### src/rtl/programmable_address_decoder.sv
// Purpose: run-time programmable base/mask address decoder with a bus-cycle watchdog for a 68k-style bus.
// Latency: Select_H/Hit_H valid on the 2nd rising Clock after AS_L falls; BusError_L drops one clock after DECODE/expiry.
// Backpressure: none; the bus cycle is paced by AS_L/Dtack_L, and a config write is accepted on every clock.
//
// Ports:
//   Clock, Reset_L                      rising-edge clock, async active-low reset
//   Address, AS_L, Dtack_L              CPU bus: address, address strobe (low), slave ack (low)
//   CfgWrite_H, CfgIndex, CfgIsMask_H,
//   CfgData                             one base-or-mask register write per clock
//   Select_H, Hit_H                     registered one-hot region select and its OR
//   BusError_L, ErrorAddress,
//   ErrorCount                          BERR (low), last faulted address, saturating fault count
module programmable_address_decoder #(
    parameter int NUM_REGIONS    = 8,
    parameter int ADDR_WIDTH     = 32,
    parameter int TIMEOUT_CYCLES = 1024,
    parameter logic [NUM_REGIONS*ADDR_WIDTH-1:0] RESET_BASE = {
        32'h0000_0000, 32'h0000_0000, 32'h0000_0000, 32'h0050_0000,
        32'hF000_0000, 32'h0800_0000, 32'h0040_0000, 32'h0000_0000},
    parameter logic [NUM_REGIONS*ADDR_WIDTH-1:0] RESET_MASK = {
        32'h0000_0000, 32'h0000_0000, 32'h0000_0000, 32'hFFFF_0000,
        32'hFFFC_0000, 32'hFC00_0000, 32'hFFFF_0000, 32'hFFFF_8000},
    localparam int IDX_W = (NUM_REGIONS > 1) ? $clog2(NUM_REGIONS) : 1
) (
    input  logic                   Clock,
    input  logic                   Reset_L,
    input  logic [ADDR_WIDTH-1:0]  Address,
    input  logic                   AS_L,
    input  logic                   Dtack_L,
    input  logic                   CfgWrite_H,
    input  logic [IDX_W-1:0]       CfgIndex,
    input  logic                   CfgIsMask_H,
    input  logic [ADDR_WIDTH-1:0]  CfgData,
    output logic [NUM_REGIONS-1:0] Select_H,
    output logic                   Hit_H,
    output logic                   BusError_L,
    output logic [ADDR_WIDTH-1:0]  ErrorAddress,
    output logic [7:0]             ErrorCount
);

    localparam int TIMER_W = $clog2(TIMEOUT_CYCLES) + 1;
    localparam logic [TIMER_W-1:0] TIMER_LAST = TIMER_W'(TIMEOUT_CYCLES - 1);

    localparam logic [2:0] S_IDLE     = 3'd0;
    localparam logic [2:0] S_DECODE   = 3'd1;
    localparam logic [2:0] S_WAIT_ACK = 3'd2;
    localparam logic [2:0] S_ACKED    = 3'd3;
    localparam logic [2:0] S_BERR     = 3'd4;

    logic [2:0]             state_q,    state_d;
    logic [NUM_REGIONS-1:0] select_q,   select_d;
    logic                   hit_q,      hit_d;
    logic                   berr_n_q,   berr_n_d;
    logic [ADDR_WIDTH-1:0]  err_addr_q, err_addr_d;
    logic [7:0]             err_cnt_q,  err_cnt_d;
    logic [TIMER_W-1:0]     timer_q,    timer_d;

    logic [ADDR_WIDTH-1:0]  base_q [NUM_REGIONS];
    logic [ADDR_WIDTH-1:0]  base_d [NUM_REGIONS];
    logic [ADDR_WIDTH-1:0]  mask_q [NUM_REGIONS];
    logic [ADDR_WIDTH-1:0]  mask_d [NUM_REGIONS];

    logic [NUM_REGIONS-1:0] match_vec;
    logic                   match_any;
    logic [7:0]             err_cnt_inc;

    // Priority match against the registered map. Scanning from the top down and
    // overwriting leaves only the lowest matching index set, so the result is
    // always zero or one-hot. A zero mask would match everything, so it disables.
    always_comb begin
        match_vec = '0;
        for (int i = NUM_REGIONS - 1; i >= 0; i--) begin
            if ((mask_q[i] != '0) &&
                ((Address & mask_q[i]) == (base_q[i] & mask_q[i]))) begin
                match_vec    = '0;
                match_vec[i] = 1'b1;
            end
        end
    end

    assign match_any   = |match_vec;
    assign err_cnt_inc = (err_cnt_q == 8'hFF) ? 8'hFF : err_cnt_q + 8'd1;

    // Config writes land at the clock edge, so a DECODE in the same clock still
    // sees the old map. Indices with no region simply match no write enable.
    always_comb begin
        for (int i = 0; i < NUM_REGIONS; i++) begin
            base_d[i] = base_q[i];
            mask_d[i] = mask_q[i];
            if (CfgWrite_H && (CfgIndex == IDX_W'(i))) begin
                if (CfgIsMask_H) begin
                    mask_d[i] = CfgData;
                end else begin
                    base_d[i] = CfgData;
                end
            end
        end
    end

    always_comb begin
        state_d    = state_q;
        select_d   = select_q;
        hit_d      = hit_q;
        berr_n_d   = berr_n_q;
        err_addr_d = err_addr_q;
        err_cnt_d  = err_cnt_q;
        timer_d    = timer_q;

        case (state_q)
            S_IDLE: begin
                if (!AS_L) begin
                    state_d = S_DECODE;
                end
            end

            S_DECODE: begin
                timer_d = '0;
                if (AS_L) begin
                    state_d = S_IDLE;
                end else if (match_any) begin
                    // Select is latched here and held for the whole cycle, so
                    // later map writes cannot disturb the cycle in flight.
                    select_d = match_vec;
                    hit_d    = 1'b1;
                    state_d  = S_WAIT_ACK;
                end else begin
                    select_d   = '0;
                    hit_d      = 1'b0;
                    berr_n_d   = 1'b0;
                    err_addr_d = Address;
                    err_cnt_d  = err_cnt_inc;
                    state_d    = S_BERR;
                end
            end

            S_WAIT_ACK: begin
                if (AS_L) begin
                    select_d = '0;
                    hit_d    = 1'b0;
                    state_d  = S_IDLE;
                end else if (!Dtack_L) begin
                    // An ack arriving on the expiry clock still wins.
                    state_d = S_ACKED;
                end else if (timer_q == TIMER_LAST) begin
                    select_d   = '0;
                    hit_d      = 1'b0;
                    berr_n_d   = 1'b0;
                    err_addr_d = Address;
                    err_cnt_d  = err_cnt_inc;
                    state_d    = S_BERR;
                end else begin
                    timer_d = timer_q + 1'b1;
                end
            end

            S_ACKED: begin
                if (AS_L) begin
                    select_d = '0;
                    hit_d    = 1'b0;
                    state_d  = S_IDLE;
                end
            end

            S_BERR: begin
                if (AS_L) begin
                    berr_n_d = 1'b1;
                    state_d  = S_IDLE;
                end
            end

            default: begin
                select_d = '0;
                hit_d    = 1'b0;
                berr_n_d = 1'b1;
                state_d  = S_IDLE;
            end
        endcase
    end

    always_ff @(posedge Clock or negedge Reset_L) begin
        if (!Reset_L) begin
            state_q    <= S_IDLE;
            select_q   <= '0;
            hit_q      <= 1'b0;
            berr_n_q   <= 1'b1;
            err_addr_q <= '0;
            err_cnt_q  <= '0;
            timer_q    <= '0;
            for (int i = 0; i < NUM_REGIONS; i++) begin
                base_q[i] <= RESET_BASE[i*ADDR_WIDTH +: ADDR_WIDTH];
                mask_q[i] <= RESET_MASK[i*ADDR_WIDTH +: ADDR_WIDTH];
            end
        end else begin
            state_q    <= state_d;
            select_q   <= select_d;
            hit_q      <= hit_d;
            berr_n_q   <= berr_n_d;
            err_addr_q <= err_addr_d;
            err_cnt_q  <= err_cnt_d;
            timer_q    <= timer_d;
            for (int i = 0; i < NUM_REGIONS; i++) begin
                base_q[i] <= base_d[i];
                mask_q[i] <= mask_d[i];
            end
        end
    end

    assign Select_H     = select_q;
    assign Hit_H        = hit_q;
    assign BusError_L   = berr_n_q;
    assign ErrorAddress = err_addr_q;
    assign ErrorCount   = err_cnt_q;

endmodule

### config.mk
export PLATFORM = sky130hd
export DESIGN_NAME = programmable_address_decoder
export DESIGN_NICKNAME = d
export VERILOG_FILES = /design/src/rtl/programmable_address_decoder.sv
export SDC_FILE = /design/constraint.sdc
export NUM_CORES = 1
export LEC_CHECK = 0
export CAP_MARGIN = 25
export CORE_MARGIN = 3
export CORE_UTILIZATION = 55
export CTS_BUF_LIST = sky130_fd_sc_hd__clkbuf_16
export DETAILED_ROUTE_END_ITERATION = 8
export GPL_ROUTABILITY_DRIVEN = 0
export PLACE_DENSITY_LB_ADDON = 0.2
export SKIP_LAST_GASP = 1
export SLEW_MARGIN = 20
export SYNTH_ARGS = -nofsm -noshare
export SYNTH_HDL_FRONTEND = slang
export SYNTH_SLANG_ARGS = --single-unit
### constraint.sdc
create_clock -name Clock -period 3.5 [get_ports Clock]
set_input_delay 0.525 -clock Clock [delete_from_list [all_inputs] [get_ports Clock]]
set_output_delay 0.525 -clock Clock [all_outputs]
set_load 0.01 [all_outputs]
==> impl_metrics.xml <==
<?xml version="1.0" encoding="UTF-8"?>
<metrics>
  <group name="run_status">
    <metric name="outcome" unit="">finished clean</metric>
  </group>
  <group name="finish">
    <metric name="antenna-diode-count" unit="">0</metric>
    <metric name="fraction_of_final_layout_cells_sized_beyond_drive_strength_1" unit="%">40.0</metric>
    <metric name="area_overhead_vs_synth" unit="%">19.6</metric>
    <metric name="num-nets-final" unit="">2235</metric>
  </group>
  <group name="logic_synthesis">
    <metric name="synth_top_area_share" unit="%">47.4</metric>
    <metric name="ys.warnings.count" unit="">0</metric>
    <metric name="syn_inst" unit="">1918</metric>
    <metric name="yosys.area_share.simple" unit="%">5.11</metric>
    <metric name="synth_area_per_cell" unit="µm²">13.7</metric>
    <metric name="synth.cell_area" unit="µm²">26300</metric>
    <metric name="top_cells_by_area_synth" unit="">sky130_fd_sc_hd__dfrtp_1 (47%), sky130_fd_sc_hd__mux2_2 (21%), sky130_fd_sc_hd__xor2_1 (8.7%)</metric>
    <metric name="muxShareOfSynthArea" unit="%">23.9</metric>
    <metric name="synth_seq_area_share" unit="%">55.2</metric>
    <metric name="ys_ff_latch" unit="">576</metric>
    <metric name="synth_top_family_by_area" unit="">multiplexers</metric>
    <metric name="synth-compound-area-share" unit="%">4.54</metric>
    <metric name="distinct_cells_synth" unit="">46</metric>
    <metric name="synth_fp_nets" unit="">1993</metric>
    <metric name="netlist.top_cell.by_area" unit="">sky130_fd_sc_hd__dfrtp_1</metric>
    <metric name="synth_xor_xnor_area_share" unit="%">8.73</metric>
    <metric name="synthAdderAreaFrac" unit="%">0.0952</metric>
  </group>
  <group name="timing">
    <metric name="setup_total_negative_slack" unit="ps">0</metric>
    <metric name="timing.final.crit_share" unit="%">93.1</metric>
    <metric name="worst_slew_margin_rel" unit="%">22.0</metric>
    <metric name="max_freq" unit="MHz">307</metric>
    <metric name="timing.clock.skew" unit="ps">27.1</metric>
    <metric name="timing_worst_slew_pin_value" unit="ps">1170</metric>
    <metric name="layout_setup_ws" unit="ps">243</metric>
    <metric name="finalMaxSlewViolations" unit="">0</metric>
    <metric name="rsz0062_at_grt" unit="">false</metric>
    <metric name="timing_hold_violations_final" unit="">0</metric>
    <metric name="timing.final.setup_violations" unit="">0</metric>
    <metric name="finalCriticalPeriod" unit="ps">3260</metric>
  </group>
  <group name="cts">
    <metric name="postCtsHoldBufs" unit="">1</metric>
    <metric name="tritoncts.num_buffers" unit="">59</metric>
    <metric name="cts.htree.levels" unit="">2</metric>
    <metric name="post-cts-setup-buffers" unit="">0</metric>
    <metric name="clkLatencyLatePin" unit="ps">630</metric>
    <metric name="cts_num_sinks" unit="">576</metric>
    <metric name="cts.path.max_buffers" unit="">3</metric>
    <metric name="cts.root.buffer_cell" unit="">sky130_fd_sc_hd__clkbuf_16</metric>
    <metric name="postCtsResizedCells" unit="">0</metric>
    <metric name="tritoncts" unit="">done</metric>
    <metric name="cts.clk_slew.worst_paths" unit="ps">60</metric>
  </group>
  <group name="power_and_ir_drop">
    <metric name="peakVddDrop" unit="µV">392</metric>
    <metric name="switching_share" unit="%">30.3</metric>
    <metric name="cell_internal_pwr" unit="mW">15.0</metric>
    <metric name="p_per_area" unit="nW/µm²">683</metric>
    <metric name="power.clock.fraction" unit="%">29.7</metric>
    <metric name="p_comb_share" unit="%">24.3</metric>
    <metric name="share_seq_of_total_power" unit="%">46.0</metric>
    <metric name="p_leak" unit="nW">13.8</metric>
    <metric name="total_switching_power" unit="mW">6.51</metric>
  </group>
  <group name="route">
    <metric name="route.final.wire_length" unit="µm">81800</metric>
    <metric name="first_iter_violations" unit="">1452</metric>
    <metric name="wire_per_inst" unit="µm">29.0</metric>
    <metric name="final_antenna_net_count" unit="">0</metric>
    <metric name="routed-via-count" unit="">17749</metric>
    <metric name="routed_via_density" unit="">6.30</metric>
    <metric name="drtPass1Iterations" unit="">5</metric>
    <metric name="remaining_design_rule_violation_count" unit="">0</metric>
  </group>
  <group name="global_route">
    <metric name="grt_max_degree" unit="">86</metric>
    <metric name="antenna_violations_before_repair" unit="">0</metric>
    <metric name="groute.usage.overall" unit="%">32.8</metric>
    <metric name="grt_first_pass_wirelength" unit="µm">122000</metric>
    <metric name="globalRoute.totalOverflow" unit="">0</metric>
    <metric name="grt_pass1_vias" unit="">17879</metric>
  </group>
  <group name="setup_path">
    <metric name="crit_path_cell_trace" unit="">clkdlybuf4s50_1, buf_12, xor2_1, a22o_1, a221oi_1, nand4_1, buf_4, nand4_1, o31ai_2, nand2b_2, buf_12, mux2_2</metric>
    <metric name="critical_path_class" unit="">in2reg</metric>
    <metric name="worstPathMaxFanout" unit="">35</metric>
    <metric name="timing.critical_path.arrival" unit="ps">3750</metric>
    <metric name="cpPeakStageDelay" unit="ps">510</metric>
    <metric name="top_family_by_delay_on_critical_path" unit="">buffers and inverters</metric>
    <metric name="critical_path.startpoint_type" unit="">primary input</metric>
    <metric name="cp.required" unit="ps">3990</metric>
    <metric name="timing.critical_path.buf_inv" unit="">4</metric>
    <metric name="endpoint_kind" unit="">flip-flop</metric>
    <metric name="worst_path_max_delay_cell" unit="">sky130_fd_sc_hd__a221oi_1</metric>
  </group>
  <group name="die">
    <metric name="die-height" unit="µm">225</metric>
    <metric name="fp-row-count" unit="">79</metric>
    <metric name="die_x" unit="µm">225</metric>
    <metric name="initial_standard_cell_utilization_of_the_core" unit="%">56.1</metric>
    <metric name="num_io_pins" unit="">123</metric>
    <metric name="die_footprint" unit="µm²">50500</metric>
    <metric name="core" unit="µm²">46900</metric>
  </group>
  <group name="worst_hold_path">
    <metric name="hold_class" unit="">reg2reg</metric>
  </group>
  <group name="place">
    <metric name="dp_worst_setup_slack" unit="ps">-333</metric>
    <metric name="dp_hpwl" unit="µm">58000</metric>
    <metric name="port_buffers" unit="">122</metric>
  </group>
  <group name="job">
    <metric name="timing.max_cap.violations" unit="">0</metric>
  </group>
</metrics>
## worst min-delay path, cell delays in order, from the launching register on
cell and delay [ps]:
sky130_fd_sc_hd__dfrtp_1 340, sky130_fd_sc_hd__nand2_1 50, sky130_fd_sc_hd__nand2_1 50
## cells by family after synthesis
logic type / after synthesis
AND/OR/NAND/NOR: 240
AO/OA/AOI/OAI: 162
XOR/XNOR: 262
multiplexers: 549
buffers and inverters: 127
adder cells (fa/ha/maj): 2
flip-flops: 576
## metal layers
layer  GRT usage [%]  up-vias  wire [µm]
met3            9.12      135       8160
li1                -     7466          -
met1            47.0     9313      34400
met2            48.7      835      36300
met4            11.3        0       2930
met5               0        -          0
## power groups by stage
| stage | sequential (mW) | combinational [mW] | clock [mW] |
|---|---|---|---|
| floorplan | 9.53 | 3.01 | 0 |
| finish | 9.88 | 5.22 | 6.38 |
| global placement | 9.86 | 4.99 | 0 |
| CTS | 9.84 | 5.16 | 6.43 |
| global route | 10.1 | 5.56 | 6.72 |
| detailed placement | 9.93 | 5.12 | 0 |
## layout by cell type (no fill, tap or decap), types with 51 or more instances in the layout
cell                              synthesis  routed
sky130_fd_sc_hd__dfrtp_1                498     498
sky130_fd_sc_hd__buf_4                   29     149
sky130_fd_sc_hd__nor4_1                  70      69
sky130_fd_sc_hd__a22oi_1                108     108
sky130_fd_sc_hd__clkdlybuf4s50_1          0     121
sky130_fd_sc_hd__clkbuf_16                0      60
sky130_fd_sc_hd__xor2_1                 261     261
sky130_fd_sc_hd__nand4_1                 51      51
sky130_fd_sc_hd__dfstp_2                 78      78
sky130_fd_sc_hd__mux2_2                 496     496
## final cells by class
class | instances | area, µm²
clock buffer | 60 | 1500
inverter | 3 | 11.3
sequential | 576 | 14500
clock inverter | 52 | 445
timing repair buffer | 305 | 3000
tap | 607 | 759
fill | 3427 | 15400
multi-input combinational | 1215 | 11200
## flip-flops by register name, indices dropped and copies added (netlist names)
name	cells
BusError_L	1
ErrorAddress	32
ErrorCount	8
Hit_H	1
Select_H	8
base_q	256
mask_q	256
state_q	3
timer_q	11
## path summary, 6_finish.rpt
kind | startpoint | to | slack [ps] | cells after the start
max | Address[25] | ErrorAddress[24]$_DFFE_PN0P_ | 240 | 12
min | Hit_H$_DFFE_PN0P_ | Hit_H$_DFFE_PN0P_ | 480 | 2
max reg2reg | mask_q[108]$_DFFE_PN0P_ | ErrorAddress[16]$_DFFE_PN0P_ | 360 | 11
min reg2reg | Hit_H$_DFFE_PN0P_ | Hit_H$_DFFE_PN0P_ | 480 | 2
max in group asynchronous | Reset_L | mask_q[216]$_DFFE_PN1P_ | 1960 | 3
min in group asynchronous | Reset_L | ErrorAddress[26]$_DFFE_PN0P_ | 540 | 2
## synth_stat cells, drive strengths merged
cell,number
a22oi,108
a221oi,10
or2,2
and2,1
xnor2,1
inv,3
o22ai,1
mux2i,3
a22o,10
nand2,31
nand3,11
dfrtp,498
a21o,1
or4,1
nand4,51
clkbuf,77
or3,8
nor4,70
o21a,1
buf,47
nor2,26
a31oi,1
nor3,15
ha,2
a21oi,12
or4b,1
dfstp,78
o21ai,10
nor2b,4
and3,5
mux2,546
xor2,261
o2111ai,3
o31ai,4
and4,3
o2bb2ai,1
nor3b,2
nand2b,9
## per-stage QoR
step | hold WS [ps] | std cells | util [%] | area, µm² | total power [mW]
floorplan | 229 | 1918 | - | 26300 | 12.5
global placement | 458 | 2701 | 62.8 | 29400 | 14.8
detailed placement | 464 | 2703 | 62.9 | 29500 | 15.1
CTS | 479 | 2816 | 67.0 | 31400 | 21.4
global route | 501 | 2818 | 67.1 | 31400 | 22.3
finish | 475 | 2818 | 67.1 | 31400 | 21.5
Power figures use the tool's default switching activity.
